### config.mk
export PLATFORM = sky130hd
export DESIGN_NAME = pipeline_sequencer
export DESIGN_NICKNAME = d
export VERILOG_FILES = /design/src/rtl/pipe_seq_pkg.sv /design/src/rtl/sat_counter.sv /design/src/rtl/pipeline_sequencer.sv
export SDC_FILE = /design/constraint.sdc
export NUM_CORES = 1
export LEC_CHECK = 0
export CORE_ASPECT_RATIO = 0.8
export CORE_MARGIN = 1.5
export CORE_UTILIZATION = 55
export DETAILED_ROUTE_END_ITERATION = 7
export GPL_ROUTABILITY_DRIVEN = 0
export PLACE_DENSITY_LB_ADDON = 0.1
export SETUP_SLACK_MARGIN = 0.02
export SYNTH_ARGS = -nofsm -noshare
export SYNTH_HDL_FRONTEND = slang
export SYNTH_SLANG_ARGS = --single-unit
### constraint.sdc
create_clock -name CLK -period 4.4 [get_ports CLK]
set_input_delay 0.66 -clock CLK [delete_from_list [all_inputs] [get_ports CLK]]
set_output_delay 0.66 -clock CLK [all_outputs]
set_load 0.01 [all_outputs]
### src/rtl/pipe_seq_pkg.sv
// Shared types for the pipeline sequencer.
// State encoding and arbitration cause codes.
package pipe_seq_pkg;

  typedef enum logic [1:0] {
    ST_RUN,
    ST_MEM_WAIT,
    ST_HALT
  } state_e;

  localparam logic [2:0] CAUSE_NONE   = 3'd0;
  localparam logic [2:0] CAUSE_MEM    = 3'd1;
  localparam logic [2:0] CAUSE_BRANCH = 3'd2;
  localparam logic [2:0] CAUSE_LDUSE  = 3'd3;
  localparam logic [2:0] CAUSE_IFETCH = 3'd4;
  localparam logic [2:0] CAUSE_HALT   = 3'd5;

endpackage

### src/rtl/sat_counter.sv
// Saturating event counter with synchronous clear.
// Clear beats increment; holds at all-ones.
module sat_counter #(
  parameter int W = 16
) (
  input  logic         clk,
  input  logic         rst_n,
  input  logic         clr,
  input  logic         inc,
  output logic [W-1:0] cnt
);

  logic [W-1:0] cnt_q;
  logic [W-1:0] cnt_d;

  // next count: clear, saturating increment, or hold
  always_comb begin
    cnt_d = cnt_q;
    if (clr)
      cnt_d = '0;
    else if (inc && (cnt_q != '1))
      cnt_d = cnt_q + 1'b1;
  end

  // count register
  always_ff @(posedge clk or negedge rst_n) begin
    if (!rst_n)
      cnt_q <= '0;
    else
      cnt_q <= cnt_d;
  end

  assign cnt = cnt_q;

endmodule

### src/rtl/pipeline_sequencer.sv
// Pipeline stall/flush sequencer for the 5-stage core.
// Mealy controls, mem-wait timeout, perf counters.
module pipeline_sequencer
  import pipe_seq_pkg::*;
#(
  parameter int MEM_TIMEOUT = 16,
  parameter int CNT_W       = 16
) (
  input  logic             CLK,
  input  logic             RST_N,
  input  logic             HZld,
  input  logic             br_taken_EX,
  input  logic             mem_req_MEM,
  input  logic             mem_rdy,
  input  logic             imem_rdy,
  input  logic             cnt_clr,
  output logic             PC_ld,
  output logic             IF_ID_ld,
  output logic             IF_ID_flush,
  output logic             ID_EX_ld,
  output logic             ID_EX_bubble,
  output logic             EX_MEM_ld,
  output logic             MEM_WB_ld,
  output logic             MEM_WB_bubble,
  output logic [2:0]       cause,
  output logic             halted,
  output logic [CNT_W-1:0] ldu_cnt,
  output logic [CNT_W-1:0] br_cnt,
  output logic [CNT_W-1:0] mw_cnt
);

  localparam int WW = $clog2(MEM_TIMEOUT + 2);
  localparam logic [WW-1:0] TO = WW'(MEM_TIMEOUT);

  state_e        state_q, state_d;
  logic [WW-1:0] wait_q, wait_d;
  logic          halted_q, halted_d;

  logic mem_stall;
  logic sel_mem, sel_br, sel_ldu, sel_if, sel_none;
  logic run_ok;
  logic [WW-1:0] wait_nxt;

  // one-hot arbitration, highest priority first
  assign mem_stall = mem_req_MEM && !mem_rdy;
  assign sel_mem   = mem_stall;
  assign sel_br    = !mem_stall && br_taken_EX;
  assign sel_ldu   = !mem_stall && !br_taken_EX && !HZld;
  assign sel_if    = !mem_stall && !br_taken_EX && HZld
                     && !imem_rdy;
  assign sel_none  = !mem_stall && !br_taken_EX && HZld
                     && imem_rdy;
  assign run_ok    = RST_N && (state_q != ST_HALT);

  // control outputs act in the same cycle as the request
  always_comb begin
    PC_ld         = 1'b1;
    IF_ID_ld      = 1'b1;
    IF_ID_flush   = 1'b0;
    ID_EX_ld      = 1'b1;
    ID_EX_bubble  = 1'b0;
    EX_MEM_ld     = 1'b1;
    MEM_WB_ld     = 1'b1;
    MEM_WB_bubble = 1'b0;
    cause         = CAUSE_NONE;
    if (!run_ok) begin
      PC_ld         = 1'b0;
      IF_ID_ld      = 1'b0;
      IF_ID_flush   = 1'b1;
      ID_EX_ld      = 1'b0;
      ID_EX_bubble  = 1'b1;
      EX_MEM_ld     = 1'b0;
      MEM_WB_ld     = 1'b0;
      MEM_WB_bubble = 1'b1;
      cause = RST_N ? CAUSE_HALT : CAUSE_NONE;
    end else begin
      unique case (1'b1)
        sel_mem: begin
          PC_ld         = 1'b0;
          IF_ID_ld      = 1'b0;
          ID_EX_ld      = 1'b0;
          EX_MEM_ld     = 1'b0;
          MEM_WB_bubble = 1'b1;
          cause         = CAUSE_MEM;
        end
        sel_br: begin
          IF_ID_flush  = 1'b1;
          ID_EX_bubble = 1'b1;
          cause        = CAUSE_BRANCH;
        end
        sel_ldu: begin
          PC_ld        = 1'b0;
          IF_ID_ld     = 1'b0;
          ID_EX_bubble = 1'b1;
          cause        = CAUSE_LDUSE;
        end
        sel_if: begin
          PC_ld       = 1'b0;
          IF_ID_flush = 1'b1;
          cause       = CAUSE_IFETCH;
        end
        sel_none: cause = CAUSE_NONE;
        default:  cause = CAUSE_NONE;
      endcase
    end
  end

  // wait-count candidate: 1 on entry, saturating step while waiting
  always_comb begin
    wait_nxt = WW'(1);
    if (state_q == ST_MEM_WAIT)
      wait_nxt = (wait_q == '1) ? wait_q : wait_q + 1'b1;
  end

  // sequencing state, timeout tracking and sticky halt
  always_comb begin
    state_d  = state_q;
    wait_d   = wait_q;
    halted_d = halted_q;
    if (state_q != ST_HALT) begin
      if (mem_stall) begin
        wait_d  = wait_nxt;
        state_d = ST_MEM_WAIT;
        if ((MEM_TIMEOUT != 0) && (wait_nxt == TO)) begin
          state_d  = ST_HALT;
          halted_d = 1'b1;
        end
      end else begin
        wait_d  = '0;
        state_d = ST_RUN;
      end
    end
  end

  // state registers
  always_ff @(posedge CLK or negedge RST_N) begin
    if (!RST_N) begin
      state_q  <= ST_RUN;
      wait_q   <= '0;
      halted_q <= 1'b0;
    end else begin
      state_q  <= state_d;
      wait_q   <= wait_d;
      halted_q <= halted_d;
    end
  end

  assign halted = halted_q;

  sat_counter #(.W(CNT_W)) u_ldu_cnt (
    .clk   (CLK),
    .rst_n (RST_N),
    .clr   (cnt_clr),
    .inc   (run_ok && sel_ldu),
    .cnt   (ldu_cnt)
  );

  sat_counter #(.W(CNT_W)) u_br_cnt (
    .clk   (CLK),
    .rst_n (RST_N),
    .clr   (cnt_clr),
    .inc   (run_ok && sel_br),
    .cnt   (br_cnt)
  );

  sat_counter #(.W(CNT_W)) u_mw_cnt (
    .clk   (CLK),
    .rst_n (RST_N),
    .clr   (cnt_clr),
    .inc   (run_ok && sel_mem),
    .cnt   (mw_cnt)
  );

endmodule

# Yosys cells after proc, flatten, opt, wreduce, memory -nomap -nowiden
# Cells that the tools add are included.
totals:
  register_bits: 56
  in_bits: 8
  out_inout_bits: 60
classes:
  add_sub_neg: 4
  eq_ne: 7
  muxes: 27
  n_reduce_logical: 26
ops:
  columns: ["op", "count"]
  rows:
  - ["16-bit 2-to-1 mux", 6]
  - ["16-bit by 1-bit adder with 16-bit output (second input constant)", 3]
  - ["16-bit inequality test (second input constant)", 3]
  - ["5-bit 2-to-1 mux", 3]
  - ["1-bit logical AND", 13]
  - ["1-bit 2-to-1 mux", 13]
  - ["3-bit case mux with 4 select lines", 1]
  - ["5-bit equality test (second input constant)", 2]
  - ["3-bit 2-to-1 mux", 2]
  - ["2-bit nonzero test", 3]
  - ["2-bit OR reduction", 3]
  - ["5-bit by 1-bit adder with 5-bit output (second input constant)", 1]
  - ["1-bit zero test", 5]
  - ["2-bit 2-to-1 mux", 2]
  - ["3-bit AND reduction", 1]
  - ["3-bit OR reduction", 1]
  - ["2-bit by 1-bit equality test with 1-bit output (second input constant)", 1]
  - ["2-bit inequality test (second input constant)", 1]

# Logic depth before layout (Yosys ltp)
# Gate-level depths: netlist (run 1).
depth:
  depth_word: 9
  mapped_depth: 7

# Modules after synthesis
# From an unflattened synthesis (run 1), not the netlist that was laid out.
hier_totals:
  hier_cells: 361
  area_unflattened_um2: 3407.0
modules_own_cells:
  columns: ["module", "n_inst", "cells_each", "area_per_inst_um2"]
  rows:
  - ["sat_counter", 3, 98, 942.2]
  - ["pipeline_sequencer", 1, 67, 580.6]

# Least setup slack after synthesis (run 1)
# No wires, ideal clock.
synth_timing:
  path_type: "input -> register"
  start: "input mem_rdy"
  end: "register u_br_cnt.cnt_q[13] (netlist: u_br_cnt.cnt[13])"
  t_arrival_ps: 2161
  required_ps: 4322
  setup_slack_ps: 2161
  cell_stages: 6
  path_buffers: 1
  cell_sequence: "nand2b_1 > clkbuf_1 > nand4_2 > or4_4 > or3_1 > a21oi_1"
synth_via:
  elab_chain_cells: 7
synth_rtl:
  columns: ["element", "line", "text"]
  rows:
  - ["from (decl)", "pipeline_sequencer.sv:14", "input logic mem_rdy,"]
  - ["1-bit zero test", "pipeline_sequencer.sv:45", "assign mem_stall = mem_req_MEM && !mem_rdy;"]
  - ["1-bit logical AND", "pipeline_sequencer.sv:45", null]
  - ["1-bit zero test", null, null]
  - ["1-bit logical AND", "pipeline_sequencer.sv:47", "assign sel_br = !mem_stall && br_taken_EX;"]
  - ["1-bit logical AND", "pipeline_sequencer.sv:162", ".inc (run_ok && sel_br),"]
  - ["1-bit logical AND", "sat_counter.sv:21", "else if (inc && (cnt_q != '1))"]
  - ["2-bit nonzero test (no line)", null, null]
  - ["to (signal assigned)", "sat_counter.sv:30", "cnt_q <= cnt_d;"]
  - ["to (decl)", "sat_counter.sv:13", "logic [W-1:0] cnt_q;"]
# Every way passes these cells.
# A chain may end at the register's enable or synchronous reset.

# Worst setup path after layout (run 1)
layout_timing:
  start: "input mem_rdy"
  end: "output PC_ld"
layout_via:
  elab_chain_cells: 9
  word_cells_on_any_way: 10
  classes_between: "mux: 2; reduce/logical: 8"
layout_rtl:
  columns: ["element", "line", "text"]
  rows:
  - ["1-bit zero test *", "pipeline_sequencer.sv:45", null]
  - ["1-bit logical AND *", "pipeline_sequencer.sv:45", null]
  - ["1-bit zero test", null, null]
  - ["1-bit logical AND (2 in a row)", null, null]
  - ["1-bit logical AND", "pipeline_sequencer.sv:50", "&& !imem_rdy;"]
  - ["3-bit OR reduction (no line) *", null, null]
  - ["1-bit 2-to-1 mux *", "pipeline_sequencer.sv:77", "unique case (1'b1)"]
  - ["1-bit 2-to-1 mux *", "pipeline_sequencer.sv:66", "if (!run_ok) begin"]
  - ["to (decl)", "pipeline_sequencer.sv:17", "output logic PC_ld,"]
# Mark *: on every way between the ends. The rest lies on a longest branch, timed or not.

==> flow_metrics.env, run 1 <==
export IMPL_grt_pass1_wl_mm=11.7
export IMPL_max_freq_mhz=342
export IMPL_cts_path_max_buffers=2
export IMPL_nNetsFinal=421
export IMPL_final_common_cell="clkdlybuf4s50_1"
export IMPL_tns_ns=0
export IMPL_reg2reg_slack_ns=2.08
export IMPL_multi_input_area_sq_um=1620
export IMPL_status="complete, no violations"
export IMPL_crit_path_max_incr_delay_ns=0.55
export IMPL_hold_viol_final=0
export IMPL_grt_max_degree=49
export IMPL_pwr_share_clk_pct=35.9
export IMPL_grt_usage_pct=23.7
export IMPL_ir_drop_v=0.000192
export IMPL_cts_root_buf="clkbuf_8"
export IMPL_cts_tree="built"
export IMPL_hold_buffers=0
export IMPL_ant_nets=0
export IMPL_drc=0
export IMPL_routedWlPerCell_microns=14.3
export IMPL_p_sw_share_pct=22.6
export IMPL_grt_pass1_vias=2529
export IMPL_min_path_type="primary input to asynchronous set/reset pin"
export IMPL_regArea_sq_um=1400
export IMPL_fin_worst_skew_ns=0.00670
export IMPL_dominantRegCellSynth="dfrtp_1"
export IMPL_drt_total_wl_mm=7.00
export IMPL_worstPathCellList="clkdlybuf4s50_1 > nand2b_1 > nand2_1 > nor2_1 > clkdlybuf4s50_1"
export IMPL_viasPerCell=5.70
export IMPL_io_pins=68
export IMPL_post_cts_resized=0
export IMPL_port_buffer_count=67
export IMPL_antenna_cells=0
export IMPL_dieArea_sq_um=6110
export IMPL_synth_nets=359
export IMPL_overflow=0
export IMPL_period_share_pct=66.4
export IMPL_numCtsBuffers=5
export IMPL_mostFrequentLayoutCells="clkdlybuf4s50_1, dfrtp_1, nor2_1, xnor2_1, nand3_1"
export IMPL_die_y_microns=70.2
export IMPL_p_comb_share_pct=7.7
export IMPL_cap_violations=0
export IMPL_drive_above_1_share_pct=5.12
export IMPL_synthDistinctLibCells=49
export IMPL_worstSkewPairLatency_ns=0.30
export IMPL_initial_core_util_pct=57.2
export IMPL_ys_seq_elements=56
export IMPL_dp_hpwl_mm=4.92
export IMPL_vias=2784
export IMPL_ys_warn_count=0
export IMPL_core_area_sq_um=5440
export IMPL_drt_first_pass_iters=4
export IMPL_setup_viol=0
export IMPL_slowest_stage="clkdlybuf4s50_1"
export IMPL_cts_sinks=56
export IMPL_internal_power_mw=0.716
export IMPL_ys_seq_area_share_pct=45.1
export IMPL_cp_end_kind="primary output"
export IMPL_ctsHtreeMaxLevel=2
export IMPL_fin_util_pct=72.5
export IMPL_rows=24
export IMPL_final_setup_worst_slack_ns=1.48
export IMPL_dr_first_iter_drc_count=108
export IMPL_slew_violations=0
export IMPL_syn_avg_cell_area_sq_um=8.95
export IMPL_path_common_cell="clkdlybuf4s50_1"
export IMPL_synth_edf_count=0
export IMPL_critPathKind="primary input to primary output"
export IMPL_synthArstFlopShare_pct=100
export IMPL_syn_area_sq_um=3110
export IMPL_syn_inst=347
export IMPL_tightest_slew_ns=1.04
export IMPL_layout_min_cycle_time_ns=2.92
export IMPL_cp_start_kind="primary input"
export IMPL_area_delta_synth_final_pct=26.9
export IMPL_power_density_nw_per_um2=235
export IMPL_die_w_microns=87.0
export IMPL_cp_arrival_ns=2.26
export IMPL_place_ws_ns=1.40
export IMPL_p_sw_mw=0.209
export IMPL_cp_data_required_time_ns=3.74
export IMPL_p_leak_nw=1.48
export IMPL_rsz0062_at_grt="no"
export IMPL_seq_power_share_pct=56.4
export IMPL_clkTransAtPathRegs_ns=0.09
export IMPL_postCtsSetupRepairBufs=0
export IMPL_antenna_found_initial=0
export IMPL_cp_max_fo=8
export IMPL_relSlewSlack_pct=30.5
export IMPL_nFillCells=448
worst paths after layout:
path,startpoint,end,cells after the start
min reg2reg,halted,halted,1
max in group asynchronous,RST_N,u_mw_cnt.cnt[7],2
max reg2reg,state_q[0],u_ldu_cnt.cnt[9],5
max,mem_rdy,PC_ld,5
min in group CLK,halted,halted,1
min,RST_N,u_mw_cnt.cnt[11],1
power by group through the flow:
stage / Sequential (mW) / Clock (mW) / Combinational (mW)
6_report: 0.522 / 0.332 / 0.0709
5_1_grt: 0.523 / 0.359 / 0.0786
4_1_cts: 0.522 / 0.339 / 0.0721
3_5_place_dp: 0.532 / 0 / 0.0719
3_3_place_gp: 0.532 / 0 / 0.0707
2_1_floorplan: 0.532 / 0 / 0.0314
per-layer routing:
layer	vias up	wire length, microns	track usage [%]
li1	1368	-	-
met1	1329	3420	34.4
met2	83	3230	37.0
met3	4	305	4.14
met4	0	38	5.38
met5	-	0	0
stage by stage:
step | instances | instance area [sq um] | power [mW] | hold WS (ns)
2_1_floorplan | 347 | 3110 | 0.564 | 0.364
3_3_place_gp | 480 | 3830 | 0.603 | 0.452
3_5_place_dp | 480 | 3830 | 0.604 | 0.461
4_1_cts | 488 | 3940 | 0.934 | 0.254
5_1_grt | 488 | 3940 | 0.961 | 0.270
6_report | 488 | 3940 | 0.925 | 0.262
critical path: cells and delay by family:
family | cells | cell delay, ns
buffers and inverters | 2 | 1.01
and+or+nand+nor | 3 | 0.59
sequential cells by signal, summed over array words and instances (netlist names):
name,flops
u_mw_cnt.cnt,16
wait_q,5
u_ldu_cnt.cnt,16
halted,1
u_br_cnt.cnt,16
state_q,2
cells by family after synthesis:
logic type,share of synthesized area (%)
simple gates,30.9
flops,45.1
compound gates,9.02
xor+xnor,10.1
buf+inv,2.86
fa+ha+maj,1.61
mux,0.362
synthesized netlist by cell type, types with 5 or more instances:
cell type / n / share of area [%]
and4_1: 5 / 1.4
clkbuf_1: 13 / 1.6
nand2_1: 20 / 2.4
a21oi_1: 16 / 2.6
inv_1: 6 / 0.72
xnor2_1: 33 / 9.3
nand3_1: 22 / 3.5
nand4_1: 15 / 3.0
and3_1: 6 / 1.2
nor3b_1: 5 / 1.2
nor3_1: 10 / 1.6
dfrtp_1: 56 / 45
nor4_1: 18 / 3.6
nor2_1: 52 / 6.3
o21ai_0: 13 / 2.1
cell type report:
cell class | instances | area share, %
clock buffer | 6 | 1.84
clock inverter | 2 | 0.889
inverter | 6 | 0.571
multi-input combinational | 269 | 41.0
sequential | 56 | 35.6
tap | 78 | 2.48
timing repair buffer | 71 | 17.7
No activity file was read; power rests on OpenSTA's default activity.
==> run 2: changes to the inputs <==
--- a/config.mk
+++ b/config.mk
@@ -7,7 +7,7 @@
 export LEC_CHECK = 0
 export CORE_ASPECT_RATIO = 0.8
 export CORE_MARGIN = 1.5
-export CORE_UTILIZATION = 55
+export CORE_UTILIZATION = 51
 export DETAILED_ROUTE_END_ITERATION = 7
 export GPL_ROUTABILITY_DRIVEN = 0
 export PLACE_DENSITY_LB_ADDON = 0.1
==> constraint.sdc (replaced) <==
create_clock -name CLK -period 3.1 [get_ports CLK]
set_input_delay 0.465 -clock CLK [delete_from_list [all_inputs] [get_ports CLK]]
set_output_delay 0.465 -clock CLK [all_outputs]
set_load 0.01 [all_outputs]
==> run 2 against run 1 <==
Effect of this change: final cell count grew 1.8%; global-route usage shrank 0.99 points; critical path type unchanged; core utilization shrank 4.6 points; first-iteration DRC count shrank 11%; highest routed layer unchanged; largest power group unchanged; clock power grew 43%; critical path depth grew 1; via count grew 0.86%; worst setup slack lost 1.1 ns; non-clock buffer count grew 6.
==> flow_metrics.env, run 2 (synthesized netlist as in run 1, its figures left out) <==
export IMPL_status="complete, no violations"
export IMPL_cp_end_kind="primary output"
export IMPL_drt_first_pass_iters=4
export IMPL_dr_first_iter_drc_count=96
export IMPL_clkTransAtPathRegs_ns=0.09
export IMPL_cts_tree="built"
export IMPL_cts_sinks=56
export IMPL_drc=0
export IMPL_cp_arrival_ns=2.24
export IMPL_p_leak_nw=1.51
export IMPL_overflow=0
export IMPL_die_y_microns=72.8
export IMPL_core_area_sq_um=5880
export IMPL_tns_ns=0
export IMPL_cp_start_kind="primary input"
export IMPL_mostFrequentLayoutCells="clkdlybuf4s50_1, dfrtp_1, nor2_1, xnor2_1, nand3_1"
export IMPL_hold_viol_final=0
export IMPL_max_freq_mhz=369
export IMPL_period_share_pct=87.4
export IMPL_area_delta_synth_final_pct=28.5
export IMPL_power_density_nw_per_um2=331
export IMPL_antenna_found_initial=0
export IMPL_cts_root_buf="clkbuf_8"
export IMPL_drive_above_1_share_pct=6.25
export IMPL_cp_max_fo=10
export IMPL_viasPerCell=5.65
export IMPL_dieArea_sq_um=6570
export IMPL_vias=2808
export IMPL_routedWlPerCell_microns=14.6
export IMPL_cap_violations=0
export IMPL_ir_drop_v=0.000221
export IMPL_cp_data_required_time_ns=2.63
export IMPL_nNetsFinal=427
export IMPL_relSlewSlack_pct=49.2
export IMPL_port_buffer_count=67
export IMPL_cts_path_max_buffers=2
export IMPL_drt_total_wl_mm=7.23
export IMPL_grt_usage_pct=22.7
export IMPL_tightest_slew_ns=0.755
export IMPL_min_path_type="flip-flop to flip-flop"
export IMPL_fin_cells=497
export IMPL_rsz0062_at_grt="no"
export IMPL_postCtsSetupRepairBufs=0
export IMPL_fin_worst_skew_ns=0.00416
export IMPL_dp_hpwl_mm=5.13
export IMPL_grt_pass1_wl_mm=12.1
export IMPL_setup_viol=0
export IMPL_numCtsBuffers=5
export IMPL_nFillCells=502
export IMPL_initial_core_util_pct=52.8
export IMPL_rows=25
export IMPL_critPathKind="primary input to primary output"
export IMPL_dp_cells=488
export IMPL_slew_violations=0
export IMPL_ctsHtreeMaxLevel=2
export IMPL_ant_nets=0
export IMPL_final_common_cell="clkdlybuf4s50_1"
export IMPL_io_pins=68
export IMPL_worstSkewPairLatency_ns=0.31
export IMPL_antenna_cells=0
export IMPL_grt_pass1_vias=2550
export IMPL_layout_min_cycle_time_ns=2.71
export IMPL_grt_max_degree=34
export IMPL_die_w_microns=90.3
==> run 2: cell count changes in the layout (fill, tap and decap cells not counted) <==
cell | before | now
buf_4 | 4 | 9
dlygate4sd3_1 | 0 | 1
==> run 2: final cells by class <==
class | count | area, sq um | area share, %
multi-input combinational | 269 | 1620 | 40.5
sequential | 56 | 1400 | 35.1
timing repair buffer | 77 | 743 | 18.6
tap | 81 | 101 | 2.54
clock buffer | 6 | 72.6 | 1.82
clock inverter | 2 | 35.0 | 0.877
inverter | 6 | 22.5 | 0.564
==> run 2: per-stage QoR <==
step | hold WS, ns | cell area (sq um) | power [mW] | setup slack, ns | utilization, %
2_1_floorplan | 0.169 | 3110 | 0.800 | 1.06 | -
3_3_place_gp | 0.321 | 3870 | 0.860 | 0.538 | 65.9
3_5_place_dp | 0.323 | 3870 | 0.862 | 0.496 | 65.9
4_1_cts | 0.480 | 3990 | 1.34 | 0.375 | 67.9
5_1_grt | 0.507 | 3990 | 1.38 | 0.260 | 67.9
6_report | 0.474 | 3990 | 1.32 | 0.391 | 67.9
==> run 2: what timing repair did <==
action / in CTS / in global routing
hold endpoints to repair: 4 / 0
hold buffers: 1 / 0
gates resized for setup: 0 / 0
==> run 2: per-layer routing <==
metal / track usage, % / part of all wire [%] / vias to the layer above / wire length, microns
met1: 31.5 / 49 / 1345 / 3580
met2: 35.4 / 45 / 71 / 3260
li1: - / - / 1381 / -
met5: 0 / 0 / - / 0
met3: 5.00 / 4.1 / 11 / 296
met4: 7.94 / 1.4 / 0 / 100
==> run 2: path summary, 6_finish.rpt <==
kind	startpoint	to	slack, ns	cells after the start
max	RST_N	IF_ID_ld	0.39	6
min	halted	halted	0.47	1
max reg2reg	u_br_cnt.cnt[1]	u_br_cnt.cnt[9]	0.91	7
min reg2reg	halted	halted	0.47	1
max in group asynchronous	RST_N	u_ldu_cnt.cnt[4]	1.71	4
min in group asynchronous	RST_N	state_q[1]	0.52	2
==> run 2: critical path: stages <==
cell and delay (ns):
dlygate4sd3_1 0.52, buf_2 0.22, and2_1 0.20, nand2_1 0.14
nor2_1 0.14, clkdlybuf4s50_1 0.55
==> run 2: power by group <==
group | leakage [nW] | total, mW | internal [mW] | switching (mW)
clock network | 0.0552 | 0.475 | 0.240 | 0.235
logic | 0.673 | 0.106 | 0.0454 | 0.0602
registers | 0.779 | 0.741 | 0.734 | 0.00704
==> run 3: changes to the inputs <==
--- a/config.mk
+++ b/config.mk
@@ -5,7 +5,6 @@
 export SDC_FILE = /design/constraint.sdc
 export NUM_CORES = 1
 export LEC_CHECK = 0
-export CORE_ASPECT_RATIO = 0.8
 export CORE_MARGIN = 1.5
 export CORE_UTILIZATION = 51
 export DETAILED_ROUTE_END_ITERATION = 7
==> run 3 against run 2 <==
Effect of this change: fmax down 0.62%; worst setup slack worse by 0.017 ns; wire length down 3.2%; global-route usage up 0.36 points; power down 4.7%; final area down 0.94%; largest cell class unchanged; clock-buffer cell count unchanged; clock skew up 0.0093 ns.
==> flow_metrics.env, run 3 (synthesized netlist as in run 1, its figures left out) <==
export IMPL_drive_above_1_share_pct=6.04
export IMPL_cp_start_kind="primary input"
export IMPL_dp_hpwl_mm=4.95
export IMPL_hold_buffers=1
export IMPL_max_freq_mhz=367
export IMPL_die_w_microns=81.1
export IMPL_wl_met2_mm=3.37
export IMPL_die_y_microns=81.1
export IMPL_tns_ns=0
export IMPL_cp_max_fo=28
export IMPL_dieArea_sq_um=6570
export IMPL_wl_met1_mm=3.22
export IMPL_drt_total_wl_mm=7.00
export IMPL_nFillCells=484
export IMPL_core_area_sq_um=5890
export IMPL_final_cell_area_sq_um=3960
export IMPL_reg2reg_slack_ns=0.97
export IMPL_dpl_cell_area_sq_um=3850
export IMPL_cts_path_max_buffers=2
export IMPL_rows=28
export IMPL_hold_depth=1
export IMPL_power_density_nw_per_um2=319
export IMPL_layout_min_cycle_time_ns=2.73
export IMPL_met3_length_microns=344
export IMPL_setup_viol=0
export IMPL_whs_endpoint="halted"
export IMPL_antenna_cells=0
export IMPL_viasPerCell=5.69
export IMPL_slew_violations=0
export IMPL_cp_arrival_ns=2.26
export IMPL_place_ws_ns=0.439
export IMPL_top_layer_used="met4"
export IMPL_critPathKind="primary input to primary output"
export IMPL_grt_usage_pct=23.0
export IMPL_cp_data_required_time_ns=2.63
export IMPL_antenna_found_initial=0
export IMPL_hold_viol_final=0
export IMPL_initial_core_util_pct=52.8
export IMPL_ir_drop_v=0.000193
export IMPL_tightest_slew_ns=0.685
export IMPL_port_buffer_count=67
export IMPL_grt_pass1_vias=2595
export IMPL_dr_first_iter_drc_count=133
export IMPL_r2r_end="u_br_cnt.cnt[13]"
export IMPL_drt_first_pass_iters=4
export IMPL_cts_root_buf="clkbuf_8"
export IMPL_status="complete, no violations"
export IMPL_area_delta_synth_final_pct=27.3
export IMPL_cap_violations=0
export IMPL_fin_worst_skew_ns=0.0135
export IMPL_p_leak_nw=1.49
export IMPL_grt_pass1_wl_mm=11.9
export IMPL_period_share_pct=87.9
export IMPL_postCtsSetupRepairBufs=0
export IMPL_numCtsBuffers=5
export IMPL_drc=0
export IMPL_nNetsFinal=425
export IMPL_post_cts_resized=0
export IMPL_cts_tree="built"
export IMPL_final_setup_worst_slack_ns=0.374
export IMPL_io_pins=68
export IMPL_final_common_cell="clkdlybuf4s50_1"
export IMPL_timing_rr_start="state_q[0]"
export IMPL_ant_nets=0
export IMPL_mostFrequentLayoutCells="clkdlybuf4s50_1, dfrtp_1, nor2_1, xnor2_1, nand3_1"
export IMPL_vias=2782
export IMPL_grt_max_degree=52
export IMPL_clkTransAtPathRegs_ns=0.09
export IMPL_ff2ff_path_depth=5
export IMPL_routedWlPerCell_microns=14.3
export IMPL_cts_sinks=56
export IMPL_ctsHtreeMaxLevel=2
export IMPL_worstSkewPairLatency_ns=0.31
export IMPL_cp_end_kind="primary output"
export IMPL_hp_start="halted"
export IMPL_min_path_type="flip-flop to flip-flop"
export IMPL_rsz0062_at_grt="no"
export IMPL_overflow=0
export IMPL_relSlewSlack_pct=53.9
==> run 3: cell count changes in the layout (fill, tap and decap cells not counted) <==
cell,change
bufinv_16,-1
buf_4,-2
clkbuf_1,-1
clkbuf_8,+1
clkinv_2,+1
==> run 3: per-stage QoR <==
step           hold slack [ns]  total power [mW]  cells  utilization [%]
2_1_floorplan            0.169             0.800    347                -
3_3_place_gp             0.305             0.858    480             65.5
3_5_place_dp             0.299             0.859    480             65.5
4_1_cts                  0.491              1.28    489             67.2
5_1_grt                  0.516              1.31    489             67.2
6_report                 0.486              1.26    489             67.2
==> run 3: worst max-delay path, stage by stage <==
cell and delay, ns:
dlygate4sd3_1 0.52, buf_2 0.19, buf_4 0.36, o31a_1 0.20
clkdlybuf4s50_1 0.53
==> run 3: area by class of cell <==
cell class / count / area, sq um / share of cell area, %
Timing Repair Buffer: 75 / 728 / 18.4
Sequential cell: 56 / 1400 / 35.4
Inverter: 6 / 22.5 / 0.569
Clock inverter: 2 / 10.0 / 0.253
Clock buffer: 6 / 82.6 / 2.09
Tap cell: 75 / 93.8 / 2.37
Multi-Input combinational cell: 269 / 1620 / 40.9
==> run 3: where the power goes <==
| part | total (mW) | switching (mW) | internal [mW] |
|---|---|---|---|
| Combinational | 0.103 | 0.0596 | 0.0437 |
| Sequential | 0.741 | 0.00652 | 0.734 |
| Clock | 0.416 | 0.237 | 0.179 |
| Total | 1.26 | 0.303 | 0.957 |
==> run 3: worst max-delay path by stage <==
| stage | start | endpoint | slack (ns) |
|---|---|---|---|
| 2_1_floorplan | mem_rdy | u_br_cnt.cnt[13] | 1.06 |
| 5_1_grt | RST_N | cause[0] | 0.21 |
| 4_1_cts | RST_N | cause[0] | 0.33 |
| 3_5_place_dp | mem_rdy | u_br_cnt.cnt[13] | 0.44 |
| 6_report | RST_N | cause[0] | 0.37 |
| 3_3_place_gp | mem_rdy | u_br_cnt.cnt[13] | 0.50 |
==> run 3: per-layer routing <==
layer	up-vias	GRT usage [%]
met5	-	0
met4	0	6.72
met3	7	4.04
met2	82	37.8
met1	1326	31.1
li1	1367	-
